File: config.mk
export PLATFORM = sky130hd
export DESIGN_NAME = frame_streamer_flat
export DESIGN_NICKNAME = d
export VERILOG_FILES = /design/src/rtl/conv_pkg.sv /design/src/rtl/functions_pkg.sv /design/src/rtl/frame_streamer_if.sv /design/src/rtl/frame_addr_gen.sv /design/src/rtl/frame_streamer.sv /design/src/flat_wrapper.sv
export SDC_FILE = /design/constraint.sdc
export NUM_CORES = 1
export LEC_CHECK = 0
export CORE_MARGIN = 8
export CORE_UTILIZATION = 50
export DETAILED_ROUTE_END_ITERATION = 8
export GPL_TIMING_DRIVEN = 0
export PLACE_DENSITY = 0.79
export SLEW_MARGIN = 0
export SYNTH_ARGS = -nofsm -noshare
export SYNTH_HDL_FRONTEND = slang
export SYNTH_HIERARCHICAL = 1
export SYNTH_SLANG_ARGS = --single-unit
File: constraint.sdc
create_clock -name clk -period 4.2 [get_ports clk]
set_clock_uncertainty 0.2 [all_clocks]
set_input_delay 0.42 -clock clk [delete_from_list [all_inputs] [get_ports clk]]
set_output_delay 0.42 -clock clk [all_outputs]
set_load 0.02 [all_outputs]
File: src/rtl/conv_pkg.sv
// Types shared by the conv3d input streamer and its companion output collector.
package conv_pkg;

   typedef enum logic [1:0] {
      IDLE   = 2'd0,
      STREAM = 2'd1,
      GAP    = 2'd2,
      FLUSH  = 2'd3
   } streamer_state_t;

endpackage

File: src/rtl/functions_pkg.sv
// Shared elaboration-time helpers for sizing ports and counters.
package functions_pkg;

   function automatic int unsigned clog2(input int unsigned value);
      int unsigned v;
      int unsigned result;
      result = 0;
      v = (value > 0) ? value - 1 : 0;
      while (v != 0) begin
         v = v >> 1;
         result++;
      end
      return result;
   endfunction

endpackage

File: src/rtl/frame_streamer_if.sv
// Frame-memory read port plus the pixel stream handed to the convolution input.
interface frame_streamer_if #(
   parameter int unsigned FRAME_H_MAX = 224,
   parameter int unsigned FRAME_W_MAX = 224,
   parameter int unsigned DIN_WIDTH   = 8,
   parameter int unsigned CH_NUM      = 4
);
   import functions_pkg::*;

   localparam int unsigned AW = clog2(FRAME_H_MAX * FRAME_W_MAX);

   logic                                rd_en;
   logic [AW-1:0]                       rd_addr;
   logic [CH_NUM*DIN_WIDTH-1:0]         rd_data;
   logic                                frame_start;
   logic                                dout_vld;
   logic [CH_NUM-1:0][DIN_WIDTH-1:0]    dout;

   modport master (
      output rd_en, rd_addr, frame_start, dout_vld, dout,
      input  rd_data
   );

   modport slave (
      input  rd_en, rd_addr, frame_start, dout_vld, dout,
      output rd_data
   );

endinterface

File: src/rtl/frame_addr_gen.sv
// Row-major row/column/address counters for one frame; the address is stepped, never multiplied.
module frame_addr_gen #(
   parameter int unsigned H_W = 9,
   parameter int unsigned W_W = 9,
   parameter int unsigned A_W = 16
) (
   input  logic           clk,
   input  logic           reset,
   input  logic           advance,
   input  logic           clear,
   input  logic [H_W-1:0] frame_h,
   input  logic [W_W-1:0] frame_w,
   output logic [H_W-1:0] row,
   output logic [W_W-1:0] col,
   output logic [A_W-1:0] addr,
   output logic           last_col,
   output logic           last_pix
);

   assign last_col = ((col + W_W'(1)) == frame_w);
   assign last_pix = last_col && ((row + H_W'(1)) == frame_h);

   // Counters freeze on the final pixel so rd_addr keeps showing the last address read.
   always_ff @(posedge clk) begin
      if (reset || clear) begin
         row  <= '0;
         col  <= '0;
         addr <= '0;
      end else if (advance && !last_pix) begin
         addr <= addr + A_W'(1);
         if (last_col) begin
            col <= '0;
            row <= row + H_W'(1);
         end else begin
            col <= col + W_W'(1);
         end
      end
   end

endmodule

File: src/rtl/frame_streamer.sv
// Reads one frame row-major from a 1-cycle-latency memory and emits it as a pixel stream
// with optional idle gaps between rows.
module frame_streamer
   import functions_pkg::*, conv_pkg::*;
#(
   parameter int unsigned FRAME_H_MAX = 224,
   parameter int unsigned FRAME_W_MAX = 224,
   parameter int unsigned DIN_WIDTH   = 8,
   parameter int unsigned CH_NUM      = 4,
   parameter int unsigned GAP_MAX     = 15
) (
   input  logic                        clk,
   input  logic                        reset,
   input  logic [clog2(FRAME_H_MAX):0] frame_h,
   input  logic [clog2(FRAME_W_MAX):0] frame_w,
   input  logic [clog2(GAP_MAX):0]     line_gap,
   input  logic                        start,
   output logic                        busy,
   output logic                        done,
   frame_streamer_if.master            bus
);

   localparam int unsigned HW = clog2(FRAME_H_MAX) + 1;
   localparam int unsigned WW = clog2(FRAME_W_MAX) + 1;
   localparam int unsigned GW = clog2(GAP_MAX) + 1;
   localparam int unsigned AW = clog2(FRAME_H_MAX * FRAME_W_MAX);

   streamer_state_t state, state_n;

   logic [HW-1:0] h_lat;
   logic [WW-1:0] w_lat;
   logic [GW-1:0] gap_lat;
   logic [GW-1:0] gap_cnt, gap_cnt_n;
   logic          flush_cnt, flush_n;
   logic          load;
   logic          rd_en_c;

   logic [HW-1:0] row;
   logic [WW-1:0] col;
   logic [AW-1:0] addr;
   logic          last_col;
   logic          last_pix;

   logic          vld_d1;
   logic          first_d1;
   logic [CH_NUM-1:0][DIN_WIDTH-1:0] rd_pix;

   frame_addr_gen #(
      .H_W (HW),
      .W_W (WW),
      .A_W (AW)
   ) u_addr_gen (
      .clk      (clk),
      .reset    (reset),
      .advance  (rd_en_c),
      .clear    (load),
      .frame_h  (h_lat),
      .frame_w  (w_lat),
      .row      (row),
      .col      (col),
      .addr     (addr),
      .last_col (last_col),
      .last_pix (last_pix)
   );

   assign bus.rd_en   = rd_en_c;
   assign bus.rd_addr = addr;
   assign rd_pix      = bus.rd_data;

   always_comb begin
      state_n   = state;
      gap_cnt_n = gap_cnt;
      flush_n   = flush_cnt;
      load      = 1'b0;
      rd_en_c   = 1'b0;
      done      = 1'b0;
      busy      = (state != IDLE);
      case (state)
         IDLE: begin
            if (start) begin
               load = 1'b1;
               // Empty frame skips straight to the last flush cycle so done follows next cycle.
               if ((frame_h == '0) || (frame_w == '0)) begin
                  state_n = FLUSH;
                  flush_n = 1'b1;
               end else begin
                  state_n = STREAM;
               end
            end
         end
         STREAM: begin
            rd_en_c = 1'b1;
            if (last_pix) begin
               state_n = FLUSH;
               flush_n = 1'b0;
            end else if (last_col && (gap_lat != '0)) begin
               state_n   = GAP;
               gap_cnt_n = gap_lat - GW'(1);
            end
         end
         GAP: begin
            if (gap_cnt == '0) begin
               state_n = STREAM;
            end else begin
               gap_cnt_n = gap_cnt - GW'(1);
            end
         end
         FLUSH: begin
            if (flush_cnt) begin
               done    = 1'b1;
               state_n = IDLE;
            end else begin
               flush_n = 1'b1;
            end
         end
         default: state_n = IDLE;
      endcase
   end

   always_ff @(posedge clk) begin
      if (reset) begin
         state           <= IDLE;
         h_lat           <= '0;
         w_lat           <= '0;
         gap_lat         <= '0;
         gap_cnt         <= '0;
         flush_cnt       <= 1'b0;
         vld_d1          <= 1'b0;
         first_d1        <= 1'b0;
         bus.dout_vld    <= 1'b0;
         bus.frame_start <= 1'b0;
         bus.dout        <= '0;
      end else begin
         state     <= state_n;
         gap_cnt   <= gap_cnt_n;
         flush_cnt <= flush_n;
         if (load) begin
            h_lat   <= (frame_h > HW'(FRAME_H_MAX)) ? HW'(FRAME_H_MAX) : frame_h;
            w_lat   <= (frame_w > WW'(FRAME_W_MAX)) ? WW'(FRAME_W_MAX) : frame_w;
            gap_lat <= (line_gap > GW'(GAP_MAX)) ? GW'(GAP_MAX) : line_gap;
         end
         // Stage 1 tracks the memory latency, stage 2 registers the returned word.
         vld_d1          <= rd_en_c;
         first_d1        <= rd_en_c && (row == '0) && (col == '0);
         bus.dout_vld    <= vld_d1;
         bus.frame_start <= first_d1;
         if (vld_d1) begin
            bus.dout <= rd_pix;
         end
      end
   end

endmodule
File: src/flat_wrapper.sv
// flat-port wrapper written by rule: the top's interface ports become plain ports
module frame_streamer_flat import functions_pkg::*, conv_pkg::*;
#(
   parameter int unsigned FRAME_H_MAX = 224,
   parameter int unsigned FRAME_W_MAX = 224,
   parameter int unsigned DIN_WIDTH   = 8,
   parameter int unsigned CH_NUM      = 4,
   parameter int unsigned GAP_MAX     = 15
)
  (clk, reset, frame_h, frame_w, line_gap, start, busy, done, bus_rd_en, bus_rd_addr, bus_frame_start, bus_dout_vld, bus_dout, bus_rd_data);
  frame_streamer_if #(.FRAME_H_MAX(FRAME_H_MAX), .FRAME_W_MAX(FRAME_W_MAX), .DIN_WIDTH(DIN_WIDTH), .CH_NUM(CH_NUM)) bus_i ();
  input  logic clk;
  input  logic reset;
  input  logic [clog2(FRAME_H_MAX):0] frame_h;
  input  logic [clog2(FRAME_W_MAX):0] frame_w;
  input  logic [clog2(GAP_MAX):0] line_gap;
  input  logic start;
  output logic busy;
  output logic done;
  output wire logic [$bits(bus_i.rd_en)-1:0] bus_rd_en;
  output wire logic [$bits(bus_i.rd_addr)-1:0] bus_rd_addr;
  output wire logic [$bits(bus_i.frame_start)-1:0] bus_frame_start;
  output wire logic [$bits(bus_i.dout_vld)-1:0] bus_dout_vld;
  output wire logic [$bits(bus_i.dout)-1:0] bus_dout;
  input wire logic [$bits(bus_i.rd_data)-1:0] bus_rd_data;
  assign bus_rd_en = bus_i.rd_en;
  assign bus_rd_addr = bus_i.rd_addr;
  assign bus_frame_start = bus_i.frame_start;
  assign bus_dout_vld = bus_i.dout_vld;
  assign bus_dout = bus_i.dout;
  assign bus_i.rd_data = bus_rd_data;
  frame_streamer #(.FRAME_H_MAX(FRAME_H_MAX), .FRAME_W_MAX(FRAME_W_MAX), .DIN_WIDTH(DIN_WIDTH), .CH_NUM(CH_NUM), .GAP_MAX(GAP_MAX)) u_core (.clk(clk), .reset(reset), .frame_h(frame_h), .frame_w(frame_w), .line_gap(line_gap), .start(start), .busy(busy), .done(done), .bus(bus_i));
endmodule
* After elaboration in Yosys (flattened, before gate mapping)
Cells that the tools add are included.
** Cells by class
- $add $sub $neg :: 5
- Magnitude comparators :: 3
- Equality and inequality tests :: 14
- Mux-type cells :: 24
- Reductions and logical operators :: 22
** Operators by type and width (count)
- $logic_not 9->1 :: 4
- $mux 9 :: 3
- $mux 5 :: 4
- $add 9x1->9 const B :: 2
- $eq 9x9->1 :: 2
- $gt 9x8->1 const B :: 2
- $add 16x1->16 const B :: 1
- $mux 2 :: 6
- $reduce_and 4->1 :: 3
- $pmux 5 s2 :: 1
- $sub 5x1->5 const B :: 2
- $mux 1 :: 8
- $ne 2x1->1 const B :: 4
- $ne 2x2->1 const B :: 4
- $pmux 2 s4 :: 1
- $gt 5x4->1 const B :: 1
- $logic_and 1x1->1 :: 5
- $logic_not 5->1 :: 1
- $reduce_bool 5->1 :: 1
- $eq 2x2->1 const B :: 2
- $reduce_bool 2->1 :: 2
- $ne 3x2->1 const B :: 1
- $pmux 1 s3 :: 1
- $reduce_bool 3->1 :: 1
- 5 further kinds :: 6
** Storage, ports and cells
- Register bits :: 101
- Input bits :: 58
- Output and inout port bits :: 53
- Word-level logic and storage cells :: 85

* Longest topological paths before layout
- Depth after elaboration :: 6
- Mapped depth :: 13
- Depth with buffers taken out :: 11

* Modules after synthesis
The synthesis kept the hierarchy.
** Modules (own cells, without submodules)
- frame_streamer :: times used 1, cells an instance 307, area an instance 2810.2 µm², sequential area each 1341.3 µm²
- frame_addr_gen :: times used 1, cells an instance 260, area an instance 2197.1 µm², sequential area each 680.7 µm²

* Worst setup path after synthesis
No wires, ideal clock.
- Path kind :: reg-to-reg
- From :: reg u_core.u_addr_gen.col[0]
- To :: reg u_core.gap_cnt[3]
- Setup time :: 0.134 ns
- Arrival time :: 2.873 ns
- Required time :: 3.866 ns
- Slack :: 0.993 ns
- Cell stages (with the launch flop) :: 14
- Path buffers :: 2
- Period minus slack after synthesis :: 3.207 ns
- Path through :: dfxtp_1 > ha_1 > nand3_4 > nor2_2 > nand3_1 > or3_1 > a2111oi_4 > and2_1 > buf_6 > buf_12 > nor3b_2 > o211a_1 > o2111ai_2 > a31oi_1
** Between the ends
- Word-level cells in the longest chain between the ends :: 5
- Elaborated cells on any way between the ends :: 7
- Classes of those cells :: add/sub (1); eq/ne (3); reduce/logical (3)
** Ends and longest elaborated chain
- start, declared :: line frame_addr_gen.sv:14 : output logic [W_W-1:0] col,
- start signal, assigned :: line frame_addr_gen.sv:35 : col <= col + W_W'(1);
- $add 9x1->9 :: line frame_addr_gen.sv:20 : assign last_col = ((col + W_W'(1)) == frame_w);
- $eq 9x9->1 :: line frame_addr_gen.sv:20
- $logic_and 1x1->1 :: line frame_addr_gen.sv:21 : assign last_pix = last_col && ((row + H_W'(1)) == frame_h);
- via u_core.last_pix :: line frame_streamer.sv:42 : logic last_pix;
- $ne 2x2->1 (no source line)
- $reduce_and 4->1 (no source line)
- end signal, assigned :: line frame_streamer.sv:135 : gap_cnt <= gap_cnt_n;
- end, declared :: line frame_streamer.sv:33 : logic [GW-1:0] gap_cnt, gap_cnt_n;
The timed path passes the listed nets, and every way through them passes these cells.
A chain may end at the register's enable or synchronous reset.

* Worst setup path in the final report
Ends and elaborated chain as after synthesis.

==> impl_results.md <==
- CP cell instances: ha_1 > nand3_4 > or4_1 > a21oi_1 > a31oi_1 > a2111oi_4 > and2_1 > buf_6 > buf_12 > nor3b_2 > o211a_1 > o2111ai_2 > a31oi_1
- Largest net degree at the start of global routing: 20
- Worst Tran Pin Value: 0.719 ns
- Post-synthesis cell type count: 68
- PwrDens: 326 nW/um^2
- Clock Sinks: 101
- Clock root cell: clkbuf_8
- Total setup buffers inserted after CTS: 0
- PostCTS Resize Cnt: 0
- Placed Area: roughly 6300 um^2
- Routed WL: 13900 um
- RD Place Congestion: 0.865
- Synth Net Count: 629
- Status: finished, final reports clean
- Comb pwr share: 0.197
- Core box area: about 9700 um^2
- Critical Path Slowest Stage Cell: a2111oi_4
- CP dominant cell by count: a31oi_1
- Synthesized flop and latch total: 101
- CTS clk-pin slew, worst paths: around 0.11 ns
- NumNets Final: between 700 and 800
- Reg2reg end: u_core/gap_cnt[3]
- DP Wirelength: between 10000 and 15000 um
- VDD IR max: 0.000189 V
- Net switching fraction of the power: 0.299
- Max Freq: around 270 MHz
- Post-synth ARST share: 0
- DRT iter0 DRCs: between 300 and 400
- Hold Crit Start: u_core/first_d1
- Fin Setup TNS: 0 ns
- Critical Path RT: 4.23 ns
- EDFF count, synth: 0
- Wirelength per Cell: 16.8 um
- Hold Path End: u_core/bus.frame_start
- Reg-to-reg slack, setup: 0.48 ns
- Synthesized area: 5010 um^2
- Minimum clock period: between 3 and 4 ns
- Vias: approximately 4700
- Clock buffer count from CTS: 9
- R2r startpoint: u_core/u_addr_gen/col[0]
- Tot GR Track Use: 0.205
- Ys flop type: dfxtp_1
- Pre-antenna DRT Iters: 5
- Dpl ws: 0.543 ns
- Clock Latency Late Sink: 0.36 ns
- Die width: 116 um
- RSZ-0062 raised after global routing: false
- Final WS setup: 0.481 ns
- Psw: 631 uW
- Cell row count: 36
- Hold_buf cts: 0
- Max FO, Critical Path: 13
- H-tree lvl count: 3
- Routed vias/inst: ~5.7
- Final Hold Violating Endpoints: 0
- CTS tree: yes
- Longest Clk Path Bufs: 2
- Max cap viols: 0
- Vias in the first global route: ~4600
- Fin area: ~6500 um^2
- Die Ht: 116 um
- HP Class: reg -> reg
- Syn. warnings: 6
- Core Util, Final: 0.667
- Seq pwr share: 0.491
- Syn Inst Count: roughly 570
- Kind of critical path: reg -> reg
- Global route total overflow: 0
- Finished Layout Cells: 826
- Diode count: 0
- Layout area overhead: 29.5%
- Number of top-level pins: 111
- Leakage: 0.00225 uW
- Reg2reg path depth: 13
- Worst Setup Start Kind: flip-flop
- First-pass GRT wire length: 22300 um
- Rel. slew slack: 0.520
- Fin. max-slew vios: 0
- CP peak stage delay: roughly 0.53 ns
- Crit path DAT: 3.75 ns
- CP Capture Type: flip-flop
- DR DRC count: 0
- Layout cells sized above 1: 0.0837
- Final setup viols: 0
- Tcrit/Tclk final: 0.885
- Hold Path Stages: 1
- Dpl cells: 810
- Avg Cell Area, Syn: between 8 and 9 um^2
- Initial core utilization: 0.515
- Antenna violations before repair: 2
- Clock power frac: 0.311
- # port buffers: 110
- Design internal power: around 1500 uW
- Sequential area share after synthesis: 0.404
- Antenna viol nets, final: 0
- Die ar.: 13500 um^2
through the flow:
stage,hold slack (ns),power [uW]
final,0.250,2110
after floorplan,0.214,1300
after global placement,0.229,1460
after global routing,0.258,2210
after detailed placement,0.238,1470
after CTS,0.249,2130
power by group through the flow:
stage	Combinational (uW)	Sequential, uW	Clock [uW]
floorplan	227	1080	0
global placement	405	1060	0
detailed placement	414	1060	0
CTS	416	1040	674
global route	453	1040	716
finish	417	1040	658
cell type report:
cell class	count	area, um^2
Clock inverter	7	87.6
Fill cell	816	3240
Inverter	8	30.0
Buffer	29	164
Multi-Input combinational cell	429	2790
Timing Repair Buffer	110	1100
Tap cell	133	166
Sequential cell	101	2020
Clock buffer	9	124
layout by cell type, fill, tap and decap left out, types with 10 or more instances in the layout:
cell type | Yosys | final
nor2_1 | 78 | 78
clkbuf_1 | 15 | 15
mux2i_1 | 37 | 37
a21oi_1 | 24 | 24
dfxtp_1 | 101 | 101
o21ai_0 | 12 | 12
nor4_1 | 10 | 10
nor3_1 | 28 | 28
clkdlybuf4s50_1 | 0 | 110
nand2_1 | 40 | 40
nand4_1 | 10 | 10
xnor2_1 | 24 | 24
nand3_1 | 25 | 25
sequential cells by signal, indices dropped and copies added (netlist names):
| name | count |
|---|---|
| u_core/bus.dout | 32 |
| u_core/u_addr_gen/addr | 16 |
| u_core/h_lat | 9 |
| u_core/u_addr_gen/col | 9 |
| u_core/u_addr_gen/row | 9 |
| u_core/w_lat | 9 |
| u_core/gap_cnt | 5 |
| u_core/gap_lat | 5 |
| u_core/state | 2 |
| u_core/bus.dout_vld | 1 |
| u_core/bus.frame_start | 1 |
| u_core/first_d1 | 1 |
| u_core/flush_cnt | 1 |
| u_core/vld_d1 | 1 |
critical path, delay by kind of cell (launching register included):
family                     cells  cell delay (ns)
adders and majority gates      1             0.35
and+or+nand+nor                4             0.94
DFF                            1             0.46
buffers and inverters          2             0.29
AOI/OAI and AO/OA              6             1.32
worst max-delay path by stage:
stage | slack, ns | to | from
floorplan | 0.99 | u_core/gap_cnt[3] | u_core/u_addr_gen/col[0]
global placement | 0.60 | u_core/gap_cnt[3] | u_core/u_addr_gen/col[0]
detailed placement | 0.54 | u_core/gap_cnt[3] | u_core/u_addr_gen/col[0]
CTS | 0.52 | u_core/gap_cnt[3] | u_core/u_addr_gen/col[0]
global route | 0.29 | u_core/gap_cnt[3] | u_core/u_addr_gen/col[0]
finish | 0.48 | u_core/gap_cnt[3] | u_core/u_addr_gen/col[0]
layer usage:
layer	share of wire	track usage
met2	0.47	0.340
met5	0.0019	0
met3	0.10	0.0782
met4	0.012	0.0596
met1	0.41	0.241
cell usage after synthesis, drive strengths merged (3+ instances only):
library cell / number / area [um^2]
dfxtp: 101 / 2020
nor2: 79 / 299
nand2: 40 / 150
mux2i: 37 / 370
a21oi: 32 / 190
nor3: 28 / 140
nand3: 26 / 143
xnor2: 24 / 210
o21ai: 20 / 111
clkbuf: 15 / 56.3
buf: 14 / 108
nor4: 11 / 83.8
nand4: 10 / 62.6
or3: 10 / 67.6
or4: 9 / 71.3
a31oi: 8 / 50.1
inv: 8 / 30.0
nor2b: 8 / 50.1
xor2: 7 / 61.3
a22o: 6 / 52.6
a31o: 5 / 43.8
and2: 5 / 31.3
and3: 5 / 31.3
o31ai: 5 / 37.5
ha: 4 / 50.1
o211ai: 4 / 43.8
o2bb2ai: 4 / 35.0
a2111oi: 3 / 45.1
a211oi: 3 / 22.5
a21o: 3 / 22.5
nor3b: 3 / 27.5
logic make-up after synthesis:
| group | after synthesis | share of synthesized area |
|---|---|---|
| AO/OA/AOI/OAI | 109 | 0.163 |
| XOR/XNOR | 31 | 0.0542 |
| AND/OR/NAND/NOR | 246 | 0.252 |
| adder cells (fa/ha/maj) | 4 | 0.0100 |
| multiplexers | 39 | 0.0785 |
| flip-flops | 101 | 0.404 |
| buffers and inverters | 37 | 0.0387 |
No activity file was read; power rests on OpenSTA's default activity.
